File: src/rtl/prop_delay_meter_pkg.sv
// Shared types and default parameters for the propagation-delay meter.
package pdm_pkg;

  typedef enum logic [1:0] {
    IDLE  = 2'd0,
    ARMED = 2'd1,
    COUNT = 2'd2,
    DONE  = 2'd3
  } pdm_state_t;

  localparam int CNT_W_DEF       = 16;
  localparam int TIMEOUT_DEF     = 1000;
  localparam int SYNC_STAGES_DEF = 2;

endpackage

File: src/rtl/prop_delay_meter_sync_edge_det.sv
// Multi-flop synchronizer for an asynchronous input, plus rise/fall pulse
// detection against one extra registered copy of the synced level.
module sync_edge_det #(
  parameter int SYNC_STAGES = 2
) (
  input  logic clk,
  input  logic rst,
  input  logic din,
  output logic lvl,
  output logic rise,
  output logic fall
);

  logic [SYNC_STAGES-1:0] r_sync;
  logic                   r_prev;

  always_ff @(posedge clk or posedge rst) begin
    if (rst) begin
      r_sync <= '0;
      r_prev <= 1'b0;
    end else begin
      r_sync[0] <= din;
      for (int i = 1; i < SYNC_STAGES; i++) r_sync[i] <= r_sync[i-1];
      r_prev <= r_sync[SYNC_STAGES-1];
    end
  end

  assign lvl  = r_sync[SYNC_STAGES-1];
  assign rise = r_sync[SYNC_STAGES-1] & ~r_prev;
  assign fall = ~r_sync[SYNC_STAGES-1] & r_prev;

endmodule

File: src/rtl/prop_delay_meter.sv
// Counts sample-clock cycles from a synced trigger rise to the expected synced
// output edge, returning one result per arm over a valid/ready handshake.
module prop_delay_meter
  import pdm_pkg::*;
#(
  parameter int CNT_W       = CNT_W_DEF,
  parameter int TIMEOUT     = TIMEOUT_DEF,
  parameter int SYNC_STAGES = SYNC_STAGES_DEF
) (
  input  logic             clk,
  input  logic             rst,
  input  logic             arm,
  input  logic             expect_rise,
  input  logic             trig_in,
  input  logic             dout_in,
  output logic             busy,
  output logic             res_valid,
  input  logic             res_ready,
  output logic [CNT_W-1:0] res_cycles,
  output logic             res_timeout,
  output logic             res_level_err
);

  pdm_state_t       r_state;
  logic [CNT_W-1:0] r_cnt;
  logic [CNT_W-1:0] r_cycles;
  logic             r_exp_rise;
  logic             r_tmo;
  logic             r_lerr;

  logic             w_trig_rise;
  logic             w_unused_trig_lvl;
  logic             w_unused_trig_fall;
  logic             w_dout_lvl;
  logic             w_dout_rise;
  logic             w_dout_fall;
  logic             w_match;
  logic [CNT_W-1:0] w_cnt_nxt;

  // Identical depth on both paths so synchronizer latency cancels in the delay.
  sync_edge_det #(.SYNC_STAGES(SYNC_STAGES)) u_trig_sync (
    .clk  (clk),
    .rst  (rst),
    .din  (trig_in),
    .lvl  (w_unused_trig_lvl),
    .rise (w_trig_rise),
    .fall (w_unused_trig_fall)
  );

  sync_edge_det #(.SYNC_STAGES(SYNC_STAGES)) u_dout_sync (
    .clk  (clk),
    .rst  (rst),
    .din  (dout_in),
    .lvl  (w_dout_lvl),
    .rise (w_dout_rise),
    .fall (w_dout_fall)
  );

  assign w_match   = r_exp_rise ? w_dout_rise : w_dout_fall;
  assign w_cnt_nxt = r_cnt + 1'b1;

  always_ff @(posedge clk or posedge rst) begin
    if (rst) begin
      r_state    <= IDLE;
      r_cnt      <= '0;
      r_cycles   <= '0;
      r_exp_rise <= 1'b0;
      r_tmo      <= 1'b0;
      r_lerr     <= 1'b0;
    end else begin
      case (r_state)
        IDLE: begin
          if (arm) begin
            r_exp_rise <= expect_rise;
            r_cnt      <= '0;
            r_state    <= ARMED;
          end
        end
        ARMED: begin
          if (w_trig_rise) begin
            if (w_dout_lvl == r_exp_rise) begin
              r_lerr   <= 1'b1;
              r_cycles <= '0;
              r_state  <= DONE;
            end else begin
              r_cnt   <= '0;
              r_state <= COUNT;
            end
          end
        end
        COUNT: begin
          // A match in the timeout cycle still reports a real measurement.
          if (w_match) begin
            r_cycles <= w_cnt_nxt;
            r_state  <= DONE;
          end else if (w_cnt_nxt == CNT_W'(TIMEOUT)) begin
            r_tmo    <= 1'b1;
            r_cycles <= CNT_W'(TIMEOUT);
            r_state  <= DONE;
          end else begin
            r_cnt <= w_cnt_nxt;
          end
        end
        DONE: begin
          if (res_ready) begin
            r_cycles <= '0;
            r_tmo    <= 1'b0;
            r_lerr   <= 1'b0;
            r_state  <= IDLE;
          end
        end
        default: r_state <= IDLE;
      endcase
    end
  end

  assign busy          = (r_state != IDLE);
  assign res_valid     = (r_state == DONE);
  assign res_cycles    = r_cycles;
  assign res_timeout   = r_tmo;
  assign res_level_err = r_lerr;

endmodule
File: config.mk
export PLATFORM = sky130hd
export DESIGN_NAME = prop_delay_meter
export DESIGN_NICKNAME = d
export VERILOG_FILES = /design/src/rtl/prop_delay_meter_pkg.sv /design/src/rtl/prop_delay_meter_sync_edge_det.sv /design/src/rtl/prop_delay_meter.sv
export SDC_FILE = /design/constraint.sdc
export NUM_CORES = 1
export LEC_CHECK = 0
export CAP_MARGIN = 25
export CORE_UTILIZATION = 56
export DETAILED_ROUTE_END_ITERATION = 8
export GPL_TIMING_DRIVEN = 0
export HOLD_SLACK_MARGIN = 0.05
export PLACE_DENSITY = 0.84
export SLEW_MARGIN = 10
export SYNTH_ARGS = -nofsm -noshare
export SYNTH_HDL_FRONTEND = slang
export SYNTH_SLANG_ARGS = --single-unit
File: constraint.sdc
create_clock -name clk -period 3 [get_ports clk]
set_input_delay 0.9 -clock clk [delete_from_list [all_inputs] [get_ports clk]]
set_output_delay 0.9 -clock clk [all_outputs]
set_load 0.005 [all_outputs]
# ---- Word level (Yosys, flattened, before mapping)
# Cells that the tools add are included.
# Widths: inputs -> output; s select.
dict set report op_classes {
  bitwise 6
  muxes 27
  addsub 1
  n_eq_ne 14
  n_reduce_logical 12
}
# operator n
set op_table {}
lappend op_table {{$mux 16} 10}
lappend op_table {{$pmux 16 s3} 2}
lappend op_table {{$add 16x1->16 const B} 1}
lappend op_table {{$eq 16x10->1 const B} 1}
lappend op_table {{$ne 2x2->1 const B} 6}
lappend op_table {{$reduce_and 4->1} 3}
lappend op_table {{$mux 2} 5}
lappend op_table {{$pmux 2 s4} 1}
lappend op_table {{$mux 1} 7}
lappend op_table {{$reduce_and 6->1} 1}
lappend op_table {{$reduce_bool 2->1} 3}
lappend op_table {{$reduce_bool 3->1} 2}
lappend op_table {{$reduce_and 5->1} 1}
lappend op_table {{$eq 2x2->1 const B} 2}
lappend op_table {{$ne 2x1->1 const B} 2}
lappend op_table {{$pmux 1 s2} 2}
lappend op_table {{$and 1x1->1} 3}
lappend op_table {{$ne 3x3->1 const B} 1}
lappend op_table {{$not 1->1} 3}
lappend op_table {{$eq 2x1->1 const B} 1}
lappend op_table {{$logic_not 2->1} 1}
lappend op_table {{$reduce_and 2->1} 1}
lappend op_table {{$eq 1x1->1} 1}
dict set report totals {
  in_bits 7
  ff_bits 43
  wordCells 70
}

# ---- Logic depth before layout (Yosys ltp)
# Gate-level depths: netlist of run 1.
dict set report logic_depth {
  word_depth 5
  depth_mapped 12
  mapped_depth_nobuf 9
}

# ---- By module
# A second synthesis of run 1 with hierarchy kept.
dict set report unflattened {
  cells_unflattened 240
  area_unflattened_um2 2421.1
}
# mod area_each_um2 seq_area_each_um2 instances cells_each
set modules_own_cells {}
lappend modules_own_cells {prop_delay_meter 2233.4 925.9 1 228}
lappend modules_own_cells {sync_edge_det 93.8 75.1 2 6}

# ---- Worst setup path before layout of run 1
# No wires, ideal clock.
dict set report synth_timing {
  path_kind {register -> register}
  from {register r_cnt[0]}
  to {register r_state[1]}
  required_time_ns 2.875
  period_less_slack_ns 2.542
  setup_ns 0.125
  path_slack_ns 0.458
  t_arrival_ns 2.417
  path_stages_with_launch 11
  path_cell_list {dfrtp_1 ha_1 buf_4 nand3_4 or3_1 a211oi_2 nand4_1 o31a_1 buf_6 a21oi_1 mux2_2}
}
dict set report synth_between {
  elab_chain_len 4
}
# item line_no
set synth_rtl {}
lappend synth_rtl {{start, declared} prop_delay_meter.sv:25} ;# logic [CNT_W-1:0] r_cnt;
lappend synth_rtl {{start signal, assigned} prop_delay_meter.sv:101} ;# r_cnt <= w_cnt_nxt;
lappend synth_rtl {{$add 16x1->16} prop_delay_meter.sv:60} ;# assign w_cnt_nxt = r_cnt + 1'b1;
lappend synth_rtl {{$eq 16x10->1} prop_delay_meter.sv:96} ;# end else if (w_cnt_nxt == CNT_W'(TIMEOUT)) begin
lappend synth_rtl {{$ne 3x3->1 (no line)} --}
lappend synth_rtl {{$reduce_and 4->1 (no line)} --}
lappend synth_rtl {{end signal, assigned} prop_delay_meter.sv:64} ;# r_state <= IDLE;
lappend synth_rtl {{end signal, assigned} prop_delay_meter.sv:95} ;# r_state <= DONE;
lappend synth_rtl {{end signal, assigned} prop_delay_meter.sv:99} ;# r_state <= DONE;
lappend synth_rtl {{end, declared} prop_delay_meter.sv:24} ;# pdm_state_t r_state;
# No other way between the ends.
# A chain may end at the register's enable or synchronous reset.

# ---- Final worst setup path of run 1
dict set report layout_timing {
  from {register r_cnt[1]}
  to {register r_state[1]}
}
# The elaborated chain is that of the path after synthesis.

==> results.json, run 1 <==
{
  "status": "complete, no violations",
  "hold_viol_final": 0,
  "worst_skew_pair.late_latency_ps": 300,
  "period_needed_ps": 2830,
  "via_count": 2014,
  "finClkSkew_ps": 9.78,
  "cp_cell_sequence": "ha_1 > buf_4 > nand3_4 > nor4_1 > xnor2_1 > nand3_1 > o31a_1 > buf_6 > a21oi_1 > mux2_2",
  "drc_errors": 0,
  "r2r_start": "r_cnt[1]$_DFFE_PP0P_",
  "die_y_um": 68.5,
  "grt_overflow": 0,
  "startpoint": "r_cnt[1]$_DFFE_PP0P_",
  "finalWeightedCongestion": 0.904,
  "drive_above_1_share_pct": 12.8,
  "grt_pass1_vias": 1894,
  "rsz0062_at_grt": "no",
  "cp_max_fo": 9,
  "drt-pass1-iter-count": 5,
  "antenna_left": 0,
  "ys.warnings.count": 0,
  "portBuffers": 26,
  "synthFlopType": "dfrtp_1",
  "syn-cell-area_um2": 2470,
  "maxCapViolCount": 0,
  "initial_core_util_pct": 60.1,
  "min_path_type": "flop to flop",
  "cts_tree": "built",
  "clkTransAtPathRegs_ps": 80,
  "postSynthCellCount": 246,
  "area_delta_synth_final_pct": 19.1,
  "die_w_um": 68.5,
  "fin_crit_sh_pct": 94.3,
  "fin_ws_ps": 170,
  "hp-start": "u_dout_sync.r_sync[0]$_DFF_PP0_",
  "slew_violations": 0,
  "p_total_mw": 2.13,
  "mostFrequentLayoutCell": "dfrtp_1",
  "worstMarginPinSlew_ps": 648,
  "critPathRequiredTime_ps": 3180,
  "critPathSlowestCell": "dfrtp_1",
  "avgSynthCellArea_um2": 10.1,
  "grt_pass1_wl_um": 9340,
  "setup_tns_ps": 0,
  "powerDensity_nw_per_um2": 723,
  "relSlewSlack_pct": 56.6,
  "pre_cts_ws_ps": 148,
  "final_cell_mix": "dfrtp_1, nand2_1, clkdlybuf4s50_1",
  "coreArea_um2": 4120,
  "antenna_found_initial": 0,
  "async_reset_ff_share_pct": 100,
  "die_area_um2": 4690,
  "max_freq_ghz": 0.353,
  "ff2ff_setup_slack_ps": 170,
  "postCtsSetupBuffers": 0,
  "clockRootBuffer": "clkbuf_8",
  "wl_per_cell_um": 17.1,
  "via_per_inst": 6.08,
  "rows": 23,
  "grt_start_max_net_pins": 25,
  "p_leak_nw": 1.26,
  "path_class": "flop to flop",
  "slowest_delay_ps": 460,
  "synth_nets": 261,
  "track_usage_pct": 27.5,
  "cp.arrival_ps": 3010,
  "hpwl_um": 4110,
  "cts_htree_levels": 2,
  "cts-buffers-inserted": 5,
  "synth_seq_area_share_pct": 43.5,
  "synth_edf_count": 0,
  "cp-end-kind": "flop",
  "nNetsFinal": 295,
  "synth-seq-cells": 43,
  "fill_cells": 285,
  "peakVddDrop_v": 0.000555,
  "antenna-diode-count": 0,
  "totalWireLength_um": 5660,
  "cts.sinks": 43,
  "num_io_pins": 27,
  "setup_viol": 0,
  "clock_path_buffers": 2,
  "dr.first_iter.drc_count": 143,
  "yosysUniqueCellTypes": 53,
  "worst_setup_path_start_kind": "flop"
}
==> Yosys cell counts, types with 3 or more instances <==
master / count / area share [%]
a2bb2oi_1: 6 / 2.1
nand4_1: 7 / 1.8
nand3_1: 13 / 2.6
ha_1: 8 / 4.0
nand2_1: 26 / 3.9
a22o_1: 6 / 2.1
nand2b_1: 5 / 1.3
inv_1: 9 / 1.4
mux2i_1: 4 / 1.6
o21ai_0: 12 / 2.4
dfrtp_1: 43 / 43
and4_1: 3 / 1.1
buf_2: 4 / 0.81
buf_6: 5 / 2.3
nor2_1: 17 / 2.6
xor2_1: 4 / 1.4
nor3_1: 3 / 0.61
clkbuf_1: 4 / 0.61
mux2_2: 3 / 1.4
o2bb2ai_1: 12 / 4.2
xnor2_1: 10 / 3.5
==> layout make-up <==
| cell class | instances | area (µm²) | area share (%) |
|---|---|---|---|
| multi-input combinational | 178 | 1250 | 42.5 |
| sequential | 43 | 1080 | 36.5 |
| timing repair buffer | 27 | 288 | 9.76 |
| buffer | 16 | 111 | 3.78 |
| clock buffer | 6 | 82.6 | 2.80 |
| tap | 50 | 62.6 | 2.12 |
| clock inverter | 2 | 38.8 | 1.32 |
| inverter | 9 | 33.8 | 1.15 |
==> worst max-delay path, delay by kind of cell (launching register included) <==
family / cells / cell delay (ps)
simple gates: 3 / 590
compound gates: 2 / 530
flops: 1 / 460
mux: 1 / 360
buf+inv: 2 / 300
xor+xnor: 1 / 270
fa+ha+maj: 1 / 210
==> logic make-up after synthesis <==
kind of cell               Yosys count  share of synthesized area [%]
AOI/OAI and AO/OA                   60                           18.9
xor gates and xnor gates            15                           5.61
adders and majority gates            8                           4.04
buffers and inverters               25                           5.86
DFF                                 43                           43.5
muxes                                7                           2.98
and+or+nand+nor                     88                           19.2
==> power by group <==
part / internal (mW) / switching [mW]
Combinational: 0.397 / 0.493
Sequential: 0.674 / 0.0833
Clock: 0.274 / 0.209
Total: 1.35 / 0.786
==> worst paths after layout <==
kind | endpoint | cells past startpoint
setup / recovery | r_state[1]$_DFFE_PP0P_ | 10
hold / removal | u_dout_sync.r_sync[1]$_DFF_PP0_ | 0
setup reg to reg | r_state[1]$_DFFE_PP0P_ | 10
hold reg to reg | u_dout_sync.r_sync[1]$_DFF_PP0_ | 0
max in group asynchronous | res_cycles[0]$_DFFE_PP0P_ | 3
min in group asynchronous | r_cnt[10]$_DFFE_PP0P_ | 2
==> flip-flops by register name (all words and copies together), names as in the netlist <==
name	count
r_exp_rise	1
u_dout_sync.r_prev	1
u_trig_sync.r_prev	1
r_cnt	16
res_level_err	1
res_cycles	16
u_trig_sync.r_sync	2
u_dout_sync.r_sync	2
res_timeout	1
r_state	2
==> metal layers <==
layer | part of all wire [%] | global-route usage [%] | vias to the layer above
li1 | - | - | 965
met1 | 46 | 41.2 | 964
met2 | 47 | 40.7 | 80
met3 | 6.3 | 5.00 | 5
met4 | 0.72 | 7.29 | 0
met5 | 0 | 0 | -
==> through the flow <==
step	util, %	cell area, µm²	instances	hold slack (ps)
4_1_cts	71.6	2950	331	368
2_1_floorplan	-	2470	246	331
5_1_grt	71.6	2950	331	376
3_5_place_dp	68.7	2830	323	348
6_report	71.6	2950	331	366
3_3_place_gp	68.0	2800	322	333
==> timing repair <==
item | CTS | global route
resized for setup | 0 | 1
setup endpoints to repair | 0 | 27
hold buffers | 0 | 0
hold endpoints to repair | 0 | 0
No activity file was read; power rests on OpenSTA's default activity.
==> run 2, diff against run 1 <==
- PLACE_DENSITY: 0.84 -> unset
- PLACE_DENSITY_LB_ADDON: unset -> 0.3
==> run 2 against run 1 <==
  * Global-route usage decreased by 1.5 points
  * Combinational power rose by 2%
  * Final cell count unchanged
  * Sequential share of layout area rose by 0.11 points
  * First-iteration DRC count grew 0.70%
  * Cell area down 0.30%
  * Wire length is 3.4% lower
  * Register-to-register slack better by 60 ps
  * Non-clock buffer count unchanged
  * Clock skew down 2.8 ps
  * Worst hold slack worse by 3.9 ps
  * Highest routed layer unchanged
==> results.json, run 2 (synthesis gave the netlist of run 1 again) <==
{
  "maxCapViolCount": 0,
  "drt-pass1-iter-count": 4,
  "worstMarginPinSlew_ps": 737,
  "clkTransAtPathRegs_ps": 90,
  "clock_path_buffers": 2,
  "ff2ff_setup_slack_ps": 230,
  "coreArea_um2": 4120,
  "hp-start": "u_trig_sync.r_sync[0]$_DFF_PP0_",
  "finClkSkew_ps": 7.00,
  "portBuffers": 26,
  "hold_viol_final": 0,
  "startpoint": "r_cnt[0]$_DFFE_PP0P_",
  "rows": 23,
  "critPathRequiredTime_ps": 3190,
  "die_w_um": 68.5,
  "min_path_type": "flop to flop",
  "totalWireLength_um": 5460,
  "die_y_um": 68.5,
  "initial_core_util_pct": 60.1,
  "p_total_mw": 2.12,
  "antenna-diode-count": 0,
  "p_leak_nw": 1.25,
  "nNetsFinal": 295,
  "cp_max_fo": 9,
  "relSlewSlack_pct": 50.6,
  "powerDensity_nw_per_um2": 720,
  "fin_crit_sh_pct": 92.4,
  "finalWeightedCongestion": 0.928,
  "hpwl_um": 3870,
  "antenna_found_initial": 0,
  "r2r_start": "r_cnt[0]$_DFFE_PP0P_",
  "worst_skew_pair.late_latency_ps": 300,
  "cts_htree_levels": 2,
  "die_area_um2": 4690,
  "grt_overflow": 0,
  "num_io_pins": 27,
  "drc_errors": 0,
  "cp-end-kind": "flop",
  "path_class": "flop to flop",
  "cp.arrival_ps": 2960,
  "max_freq_ghz": 0.361,
  "cts.sinks": 43,
  "grt_pass1_vias": 1748,
  "rsz0062_at_grt": "no",
  "final_cell_mix": "dfrtp_1, nand2_1, clkdlybuf4s50_1",
  "dr.first_iter.drc_count": 144,
  "period_needed_ps": 2770,
  "wl_per_cell_um": 16.5,
  "slew_violations": 0,
  "area_delta_synth_final_pct": 18.8,
  "track_usage_pct": 26.0,
  "clockRootBuffer": "clkbuf_8",
  "via_count": 1915,
  "cts_tree": "built",
  "fin_cells": 331,
  "grt_start_max_net_pins": 35,
  "setup_viol": 0,
  "cts-buffers-inserted": 5,
  "setup_tns_ps": 0,
  "peakVddDrop_v": 0.000430,
  "drive_above_1_share_pct": 12.8,
  "grt_pass1_wl_um": 8630,
  "dp.cells": 323,
  "via_per_inst": 5.79,
  "mostFrequentLayoutCell": "dfrtp_1",
  "worst_setup_path_start_kind": "flop",
  "antenna_left": 0,
  "status": "complete, no violations"
}
## run 2: cell type report
class,count,area [µm²]
buffer,16,111
clock buffer,5,68.8
sequential,43,1080
inverter,9,33.8
tap,50,62.6
multi-input combinational,178,1260
clock inverter,3,43.8
fill,319,1180
timing repair buffer,27,280
## run 2: metrics by stage
stage	util (%)	setup WS [ps]	hold WS, ps	cell area [µm²]
after floorplan	-	458	331	2470
after global placement	68.0	222	333	2800
after detailed placement	68.5	190	346	2820
after CTS	71.2	183	366	2930
after global routing	71.4	40.6	367	2940
final	71.4	229	363	2940
## run 2: metal layers
metal	global-route usage [%]	part of all wire (%)	vias to the layer above	routed length, µm
met2	37.9	46	54	2520
li1	-	-	955	-
met4	10.2	1.4	0	75
met1	37.6	47	899	2540
met3	5.00	5.9	7	324
met5	0	0	-	0
## run 2: path summary, 6_finish.rpt
kind	endpoint	cells past startpoint
setup / recovery	r_state[1]$_DFFE_PP0P_	11
hold / removal	u_trig_sync.r_sync[1]$_DFF_PP0_	0
hold reg to reg	u_trig_sync.r_sync[1]$_DFF_PP0_	0
setup reg to reg	r_state[1]$_DFFE_PP0P_	11
min in group asynchronous	u_dout_sync.r_sync[1]$_DFF_PP0_	2
max in group asynchronous	r_cnt[0]$_DFFE_PP0P_	3
## run 2: repair_timing
| item | 4_1_cts | 5_1_grt |
|---|---|---|
| hold buffers | 0 | 0 |
| gates resized for setup | 0 | 2 |
| buffers inserted | 0 | 0 |
| setup endpoints to repair | 0 | 14 |
## run 2: worst max-delay path, cell delays in order, from the launching register on
cell and delay, ps:
dfrtp_2 480, ha_1 210, buf_4 160, and3_1 170, clkbuf_1 150, o211ai_1 180
o2bb2ai_1 160, nand4_1 140, o31a_1 280, buf_6 140, a21oi_1 220, mux2_2 360
## run 2: report_power, final
group	leakage [nW]	internal (mW)	switching, mW
Clock	0.0581	0.248	0.207
Combinational	0.628	0.401	0.506
Sequential	0.568	0.674	0.0798
